File: src/rtl/hazard_stall_unit_pkg.sv
// Shared ISA decode constants and helpers for the hazard/stall control slice.
package hazard_stall_unit_pkg;

  localparam logic [5:0] OP_SPECIAL = 6'h00;

  localparam logic [5:0] MFHI  = 6'h10;
  localparam logic [5:0] MTHI  = 6'h11;
  localparam logic [5:0] MFLO  = 6'h12;
  localparam logic [5:0] MTLO  = 6'h13;
  localparam logic [5:0] MULT  = 6'h18;
  localparam logic [5:0] MULTU = 6'h19;
  localparam logic [5:0] DIV   = 6'h1A;
  localparam logic [5:0] DIVU  = 6'h1B;

  localparam logic [0:0] IDLE    = 1'b0;
  localparam logic [0:0] LU_HOLD = 1'b1;

  function automatic logic isMd(input logic [31:0] instr);
    return (instr[31:26] == OP_SPECIAL) &&
           (instr[5:0] inside {MULT, MULTU, DIV, DIVU});
  endfunction

  function automatic logic isHiLo(input logic [31:0] instr);
    return (instr[31:26] == OP_SPECIAL) &&
           (instr[5:0] inside {MFHI, MTHI, MFLO, MTLO});
  endfunction

  function automatic logic isDivOp(input logic [31:0] instr);
    return instr[5:0] inside {DIV, DIVU};
  endfunction

endpackage

File: src/rtl/RegUse.sv
// Decodes which source register fields (rs/rt) an instruction actually reads.
module RegUse
  import hazard_stall_unit_pkg::*;
(
  input  logic [5:0] opcode,
  input  logic [5:0] funct,
  output logic       useRs,
  output logic       useRt
);

  always_comb begin
    useRs = 1'b0;
    useRt = 1'b0;
    case (opcode)
      OP_SPECIAL: begin
        case (funct)
          6'h00, 6'h02, 6'h03:       useRt = 1'b1;  // constant shifts read rt only
          MFHI, MFLO, 6'h0C, 6'h0D:  ;
          MTHI, MTLO, 6'h08, 6'h09:  useRs = 1'b1;
          default: begin
            useRs = 1'b1;
            useRt = 1'b1;
          end
        endcase
      end
      6'h01, 6'h06, 6'h07: useRs = 1'b1;
      6'h04, 6'h05: begin
        useRs = 1'b1;
        useRt = 1'b1;
      end
      6'h08, 6'h09, 6'h0A, 6'h0B, 6'h0C, 6'h0D, 6'h0E: useRs = 1'b1;
      6'h20, 6'h21, 6'h22, 6'h23, 6'h24, 6'h25, 6'h26: useRs = 1'b1;
      6'h28, 6'h29, 6'h2A, 6'h2B, 6'h2E: begin
        useRs = 1'b1;
        useRt = 1'b1;
      end
      default: ;
    endcase
  end

endmodule

File: src/rtl/md_busy_counter.sv
// Multiplier/divider latency counter: busy while counting, one-cycle done pulse at expiry.
module md_busy_counter #(
  parameter int unsigned MULT_CYCLES = 5,
  parameter int unsigned DIV_CYCLES  = 33,
  parameter int unsigned CNT_W       = 6
) (
  input  logic clk,
  input  logic reset,
  input  logic start,
  input  logic isDiv,
  output logic mdBusy,
  output logic mdDone
);

  logic [CNT_W-1:0] cnt;

  always_ff @(posedge clk or posedge reset) begin
    if (reset) begin
      cnt    <= '0;
      mdDone <= 1'b0;
    end else begin
      mdDone <= !start && (cnt == CNT_W'(1));
      if (start)
        cnt <= isDiv ? CNT_W'(DIV_CYCLES - 1) : CNT_W'(MULT_CYCLES - 1);
      else if (cnt != '0)
        cnt <= cnt - CNT_W'(1);
    end
  end

  assign mdBusy = (cnt != '0);

endmodule

File: src/rtl/hazard_stall_unit.sv
// Stall/bubble/flush control for the 5-stage pipeline: load-use hold, HI/LO
// interlock against the multiplier/divider, and flush on a taken EX branch.
module hazard_stall_unit
  import hazard_stall_unit_pkg::*;
#(
  parameter int unsigned MULT_CYCLES = 5,
  parameter int unsigned DIV_CYCLES  = 33,
  parameter int unsigned CNT_W       = 6
) (
  input  logic        clk,
  input  logic        reset,
  input  logic [31:0] idInstruction,
  input  logic [31:0] exInstruction,
  input  logic        exMemRead,
  input  logic [4:0]  exWriteReg,
  input  logic        exBranchTaken,
  output logic        pcStall,
  output logic        ifIdStall,
  output logic        idExBubble,
  output logic        ifIdFlush,
  output logic        mdBusy,
  output logic        mdDone
);

  logic [0:0] state, stateNext;
  logic [4:0] idRs, idRt;
  logic       useRs, useRt;
  logic       luDetect, luStall, mdStall, stallAny;
  logic       exMdStart, mdBusyCnt;
  logic       unusedBits;

  assign idRs = idInstruction[25:21];
  assign idRt = idInstruction[20:16];
  assign unusedBits = ^{idInstruction[15:6], exInstruction[25:6]};

  RegUse uRegUse (
    .opcode (idInstruction[31:26]),
    .funct  (idInstruction[5:0]),
    .useRs  (useRs),
    .useRt  (useRt)
  );

  assign exMdStart = isMd(exInstruction);

  md_busy_counter #(
    .MULT_CYCLES (MULT_CYCLES),
    .DIV_CYCLES  (DIV_CYCLES),
    .CNT_W       (CNT_W)
  ) uMdBusy (
    .clk    (clk),
    .reset  (reset),
    .start  (exMdStart),
    .isDiv  (isDivOp(exInstruction)),
    .mdBusy (mdBusyCnt),
    .mdDone (mdDone)
  );

  assign luDetect = (state == IDLE) && exMemRead && (exWriteReg != 5'd0) &&
                    ((useRs && exWriteReg == idRs) || (useRt && exWriteReg == idRt));
  assign luStall  = luDetect || (state == LU_HOLD);
  assign mdStall  = (isHiLo(idInstruction) || isMd(idInstruction)) &&
                    (exMdStart || mdBusyCnt);
  assign stallAny = luStall || mdStall;

  always_comb begin
    stateNext = IDLE;
    if (!exBranchTaken && luDetect)
      stateNext = LU_HOLD;
  end

  always_ff @(posedge clk or posedge reset) begin
    if (reset) state <= IDLE;
    else       state <= stateNext;
  end

  // Inputs feed these combinationally, so gate with reset to keep them quiet while it is held.
  assign pcStall    = !reset && !exBranchTaken && stallAny;
  assign ifIdStall  = !reset && !exBranchTaken && stallAny;
  assign idExBubble = !reset && (exBranchTaken || stallAny);
  assign ifIdFlush  = !reset && exBranchTaken;
  assign mdBusy     = mdBusyCnt;

endmodule

File: config.mk
export PLATFORM = sky130hd
export DESIGN_NAME = hazard_stall_unit
export DESIGN_NICKNAME = d
export VERILOG_FILES = /design/src/rtl/hazard_stall_unit_pkg.sv /design/src/rtl/RegUse.sv /design/src/rtl/md_busy_counter.sv /design/src/rtl/hazard_stall_unit.sv
export SDC_FILE = /design/constraint.sdc
export NUM_CORES = 1
export LEC_CHECK = 0
export ABC_AREA = 1
export CAP_MARGIN = 20
export CORE_UTILIZATION = 30
export CTS_CLUSTER_SIZE = 20
export DETAILED_ROUTE_END_ITERATION = 12
export HOLD_SLACK_MARGIN = 0.05
export PLACE_DENSITY_LB_ADDON = 0.05
export SLEW_MARGIN = 20
export SYNTH_ARGS = -nofsm -noshare
export SYNTH_HDL_FRONTEND = slang
export SYNTH_SLANG_ARGS = --single-unit
export TNS_END_PERCENT = 50
File: constraint.sdc
create_clock -name clk -period 4.3 [get_ports clk]
set_clock_uncertainty 0.15 [all_clocks]
set_input_delay 1.29 -clock clk [delete_from_list [all_inputs] [get_ports clk]]
set_output_delay 1.29 -clock clk [all_outputs]
set_load 0.005 [all_outputs]
==> results.md <==
* Max rail drop VDD at 208 µV
* Slowest library cell on the worst path: clkdlybuf4s50_1
* Vias after detailed routing at between 1000 and 1500
* GRT Util Overall at between 10% and 20%
* Root buffer cell: clkbuf_4
* Static Leak at 0.898 nW
* Final net count at 296
* Post-DRT Antenna Nets at 0
* Switching Share at a little under two fifths
* Overall power at 408 µW
* Synthesized-area fraction occupied by adder cells at roughly 4.1%
* Synth Area per Inst at between 5 and 6 µm²
* Pint at around 250 µW
* Router iterations before antenna repair at 8
* Port-buffer cells at 47
* Min Tclk post-route at 4.21 ns
* Design area at approximately 1600 µm²
* Setup ws final at 0.0908 ns
* Setup CP Type: in -> out
* CP Cell Sequence: clkdlybuf4s50_1 -> or2_4 -> nor3_4 -> inv_2 -> nand2_2 -> a31oi_2 -> a21oi_2 -> dlygate4sd2_1
* Critical Path RT at 2.86 ns
* Sequential area share after synthesis at between 20% and 30%
* Antenna violations before repair at 0
* TritonCTS buffer count at 3
* Buf+Inv Stages, Crit Path at 3
* Starting Density at around 32%
* CTS tree: yes
* Setup crit end kind: output port
* Area delta synth->final at 76.4%
* Delay of the slowest critical-path stage at ~0.40 ns
* Logic pwr share at around 53%
* Vias per cell at ~4.5
* IO Pins at 79
* Worst Tran Pin Value at around 0.33 ns
* Dpl ws at -0.364 ns
* RePlAce Congestion at roughly 0.85
* Most frequent cells in the layout: nand2_1 (37), inv_1 (31), clkdlybuf4s50_1 (31)
* Avg WL per Cell at between 9 and 10 µm
* Switching Power at roughly 150 µW
* Max-Cap Viols at 0
* Largest net degree at the start of global routing at 9
* Multiplexer area fraction after synthesis at 0%
* DR iter-0 viols at between 40 and 50
* Unrepaired setup endpoints after global routing: true
* Clock share of power at between 10 and 15%
* CTS max path bufs at 2
* First-pass GRT wire length at about 4200 µm
* Post-Layout Cell Count at about 250
* Mapped Nets at between 200 and 250
* Die ar. at about 3200 µm²
* Status: finished, violations left
* Violations in the final reports: DRC
* Slew HR at roughly 78%
* Core Rows at 19
* Synth cell types at 26
* Synth Warn # at 0
* Synthesized area at a little over 900 µm²
* Reg clk slew, reported paths at roughly 0.060 ns
* Syn Inst Count at between 150 and 200
* Ratio of final minimum period to clock period at 97.9%
* Hold_ws at between 0.4 and 0.5 ns
* F_max at 238 MHz
* Max Slew Vio Count at 0
* Die Span Y at between 50 and 60 µm
* Maximum fanout along the worst path at 2
* Die X at 57.0 µm
* Most common cell after layout, fill and taps aside: nand2_1
* Final hold vios at 0
* Seq pwr share at between 30 and 40%
* Post-DP Area at roughly 1500 µm²
* Core Region at ~2800 µm²
* Pwr per Cell Area at around 260 nW/µm²
* Xor/xnor share of the synthesized area at under 10%
* Main combinational cell family by area after synthesis: simple AND/OR/NAND/NOR gates
* Diode count at 0
* Clk Latency, worst-skew pair at 0.26 ns
* Final wirelength at 2430 µm
* Post-synthesis register bit count at 8
* Layout cells sized above 1 at around 17%
* CP Launch Type: primary input
* Hold Path Class: reg -> reg
* CTS Hold Bufs at 0
* H-Tree Depth at 1
* Crit path max-delay family: buffers and inverters
* Final setup fails at 0
* DRC viols at 6
* Simple-Gate Fraction of Synth Area at around 44%
* Critical path data arrival time at 2.77 ns
* Placed Cells incl. Taps at about 240
* Dpl hpwl at approximately 2000 µm
* Vias in the first global route at between 1000 and 1500
* Compound-Gate Fraction of Synth Area at approximately 7.6%
* Grt ovf at 0
* Clk sinks at 8
==> cells in the mapped netlist <==
master     n  area share, %
dfrtp_1    8             22
or2_0      1           0.69
or2_4      1           0.97
nor2_1    24            9.9
a21oi_1    3            1.7
nand3_1    9            5.0
a21boi_1   1           0.83
nand3_2    1            1.1
nand3b_1   1           0.83
nor3_4     1            1.8
o211a_1    1            1.1
inv_1     32             13
nand2_1   39             16
nor2_2     1           0.69
inv_2      1           0.41
xor2_1     4            3.9
o21ai_0    3            1.7
nor3_1     6            3.3
a211oi_1   1           0.83
xnor2_1    4            3.9
o211ai_1   1           0.83
a31oi_1    1           0.69
buf_4      1           0.83
or2_2      2            1.4
ha_1       3            4.1
nand4_1    3            2.1
==> final timing paths <==
| kind | start | to | slack, ns | depth (start not counted) |
|---|---|---|---|---|
| max | exInstruction[31] | ifIdStall | 0.09 | 8 |
| min | uMdBusy.cnt[5]$_DFFE_PP0P_ | uMdBusy.mdDone$_DFF_PP0_ | 0.42 | 3 |
| max reg2reg | uMdBusy.cnt[0]$_DFFE_PP0P_ | uMdBusy.cnt[2]$_DFFE_PP0P_ | 2.75 | 7 |
| min reg2reg | uMdBusy.cnt[5]$_DFFE_PP0P_ | uMdBusy.mdDone$_DFF_PP0_ | 0.42 | 3 |
| max in group asynchronous | reset | uMdBusy.mdDone$_DFF_PP0_ | 2.65 | 3 |
| min in group asynchronous | reset | state$_DFF_PP0_ | 1.23 | 3 |
==> kinds of logic (layout without fill, tap and decap cells) <==
logic type / count (synthesis) / after routing
adders and majority gates: 3 / 3
buffers and inverters: 34 / 99
DFF: 8 / 8
xor gates and xnor gates: 8 / 8
AOI/OAI and AO/OA: 11 / 11
and+or+nand+nor: 89 / 89
==> power by group through the flow <==
stage | combinational [mW] | clock, mW | sequential, mW
CTS | 0.215 | 0.0626 | 0.132
global route | 0.250 | 0.0680 | 0.139
floorplan | 0.131 | 0 | 0.128
global placement | 0.208 | 0 | 0.133
finish | 0.214 | 0.0609 | 0.133
detailed placement | 0.214 | 0 | 0.133
==> layout make-up <==
cell class                 count  area, µm²
tap                           31       38.8
sequential                     8        200
fill                         276       1210
multi-input combinational    111        606
timing repair buffer          63        607
clock buffer                   3       22.5
inverter                      33        124
==> stage by stage <==
step                      utilization (%)  TNS (ns)
after floorplan                         -         0
after global placement               53.9     -1.01
after detailed placement             53.9     -1.02
after CTS                            55.2   -0.0474
after global routing                 57.0   -0.0559
final                                57.0         0
==> metal layers <==
| layer | routed length [µm] | vias up | share of wire (%) | GRT usage [%] |
|---|---|---|---|---|
| li1 | - | 604 | - | - |
| met2 | 1310 | 27 | 54 | 30.9 |
| met4 | 48 | 0 | 2.0 | 8.36 |
| met1 | 958 | 489 | 39 | 17.2 |
| met3 | 113 | 5 | 4.7 | 1.81 |
| met5 | 0 | - | 0 | 0 |
==> sequential cells by signal, summed over array words and instances, names as in the netlist <==
signal and cells:
state 1, uMdBusy.mdDone 1, uMdBusy.cnt 6
==> worst register-to-register path: cells and delay by family (launching register included) <==
family	cells	cell delay, ns
DFF	1	0.39
adders and majority gates	1	0.18
buffers and inverters	3	0.39
AOI/OAI and AO/OA	1	0.12
and+or+nand+nor	2	0.21
==> repair_timing <==
item	4_1_cts	5_1_grt
pin swaps	5	7
setup endpoints to repair	3	3
gates cloned	0	0
hold endpoints to repair	0	0
setup buffers	1	1
gates resized for setup	11	17
Note: power is estimated with default switching activity, not from simulation.
==> edit: new RTL, config.mk and constraints unchanged <==
Change the package constant `LU_HOLD` from 1'b1 to 1'b0.
--- a/src/rtl/hazard_stall_unit_pkg.sv
+++ b/src/rtl/hazard_stall_unit_pkg.sv
@@ -13,7 +13,7 @@
   localparam logic [5:0] DIVU  = 6'h1B;
 
   localparam logic [0:0] IDLE    = 1'b0;
-  localparam logic [0:0] LU_HOLD = 1'b1;
+  localparam logic [0:0] LU_HOLD = 1'b0;
 
   function automatic logic isMd(input logic [31:0] instr);
     return (instr[31:26] == OP_SPECIAL) &&
Function: changed (Yosys sat finds a counterexample within 4 cycles, from zero or initial values and one cycle with reset high).
==> edit against the original RTL <==
Area after synthesis is 42% lower; sequential cell count shrank 1; worst setup slack better by 0.39 ns; via count is 53% lower; design area is 52% lower; power is 11% lower; routed wire length shrank 55%; critical path depth is 5 lower; highest routed layer is now met3.
==> edit: results (changes against the original RTL) <==
| Metric | Value |
|---|---|
| Met3 wire len | `87 um (was 113 um)` |
| CTS H-tree lvls | `1 (unchanged)` |
| PortBufs | `19 (was 47)` |
| CP arrival | `2.38 ns (was 2.77 ns)` |
| Synth cell count leaders | `nor2_1, inv_1, nand2_1 (was nand2_1, inv_1, nor2_1)` |
| Fill cells | `165 (was 276)` |
| CP max FO | `3 (was 2)` |
| Post CTS Setup Buffer Count | `0 (was 1)` |
| Largest net degree at the start of global routing | `8 (was 9)` |
| N_diodes | `0 (unchanged)` |
| Outcome | `completed (was complete, but fails checks)` |
| Pint | `215 uW (was 253 uW)` |
| Slowest stage delay, CP | `0.51 ns (was 0.40 ns)` |
| TritonCTS Buffers | `3 (unchanged)` |
| Comb pwr | `181 uW (was 214 uW)` |
| Area post-placement | `736 um2 (was 1510 um2)` |
| Initial antenna violation count | `0 (unchanged)` |
| Leading registers by flop count | `uMdBusy.cnt (6), uMdBusy.mdDone (1) (was uMdBusy.cnt (6), state (1), uMdBusy.mdDone (1))` |
| Drt pass-1 iters | `6 (was 8)` |
| Tcrit/Tclk final | `0.888 (was 0.979)` |
| Layout cells sized above 1 | `0.0962 (was 0.165)` |
| Share of total power in sequential cells | `0.343 (was 0.325)` |
| Highest routed layer | `met3 (was met4)` |
| Actual slew at the worst max-slew pin | `0.278 ns (was 0.329 ns)` |
| Area leader, netlist | `dfrtp_1 (unchanged)` |
| R2r setup slk | `2.72 ns (was 2.75 ns)` |
| Hold path cells | `3 (unchanged)` |
| Post-synthesis async set-or-reset flop share | `1.00 (unchanged)` |
| VDD IR max | `0.260 mV (was 0.208 mV)` |
| GR Util All Layers | `0.129 (was 0.161)` |
| PostCTS Resize Cnt | `0 (was 11)` |
| WL met1 | `520 um (was 958 um)` |
| Count leader, synth | `nor2_1 (was nand2_1)` |
| Worst Reg-to-Reg Cells | `7 (unchanged)` |
| Netlist cell types | `18 (was 26)` |
| Non-Filler Instances | `120 (was 249)` |
| Global-route wire length before repair | `1810 um (was 4170 um)` |
| Vias/cell | `4.44 (was 4.52)` |
| Synth Instances | `81 (was 153)` |
| Wirelength per Cell | `9.05 um (was 9.75 um)` |
| Leakage power | `0.000396 uW (was 0.000898 uW)` |
| Post-place setup slack | `0.472 ns (was -0.364 ns)` |
| Detailed-routed wire length on met2 | `478 um (was 1310 um)` |
| PD cells | `478 nW/um2 (was 255 nW/um2)` |
| Min Hold Slack | `0.451 ns (was 0.419 ns)` |
| Clk slew on worst S/H paths | `about 0.050 ns` |
| Final GP Congestion | `0.850 (was 0.846)` |
| Synth area leaders | `dfrtp_1, nor2_1, inv_1, nand2_1, xor2_1 (was dfrtp_1, nand2_1, inv_1, nor2_1, nand3_1)` |
| DR iter-0 viols | `8 (was 49)` |
| Dpl hpwl | `877 um (was 1990 um)` |
| CP delay by family, top | `buffers and inverters (unchanged)` |
| Seq/Total Area, Yosys | `0.333 (was 0.221)` |
| Vias in the first global route | `449 (was 1,111)` |
| Syn_nets | `156 (was 229)` |
| NumNets Final | `180 (was 296)` |
-- edit: cell count changes after synthesis, sizes merged, moves of 2 or more --
cell,change
nand3,-4
nand2,-25
or2,-4
nand4,-2
nor2,-4
inv,-15
xnor2,-4
nor3,-6
-- edit: final cells by class --
class / count / area, um2 / area share
Clock buffer: 4 / 26.3 / 0.0345
Inverter: 19 / 72.6 / 0.0952
Multi-Input combinational cell: 54 / 270 / 0.355
Sequential cell: 7 / 175 / 0.230
Tap cell: 16 / 20.0 / 0.0263
Timing Repair Buffer: 20 / 198 / 0.259
-- edit: kinds of logic (layout without fill, tap and decap cells) --
| kind of cell | Yosys count | in the layout | share of synthesized area |
|---|---|---|---|
| AOI/OAI and AO/OA | 6 | 6 | 0.0643 |
| and+or+nand+nor | 43 | 43 | 0.352 |
| buffers and inverters | 20 | 43 | 0.152 |
| DFF | 7 | 7 | 0.333 |
| xor gates and xnor gates | 3 | 3 | 0.0500 |
| adders and majority gates | 2 | 2 | 0.0476 |
-- edit: path summary, 6_finish.rpt --
| path | startpoint | to |
|---|---|---|
| min | uMdBusy.cnt[5]$_DFFE_PP0P_ | uMdBusy.mdDone$_DFF_PP0_ |
| max | reset | ifIdStall |
| min reg2reg | uMdBusy.cnt[5]$_DFFE_PP0P_ | uMdBusy.mdDone$_DFF_PP0_ |
| min in group asynchronous | reset | uMdBusy.mdDone$_DFF_PP0_ |
| max reg2reg | uMdBusy.cnt[0]$_DFFE_PP0P_ | uMdBusy.cnt[3]$_DFFE_PP0P_ |
| max in group asynchronous | reset | uMdBusy.cnt[1]$_DFFE_PP0P_ |
-- edit: per-layer routing --
layer	global-route usage	vias up
met5	0	-
met2	0.206	23
li1	-	284
met3	0.0667	0
met1	0.160	226
met4	0.0182	0
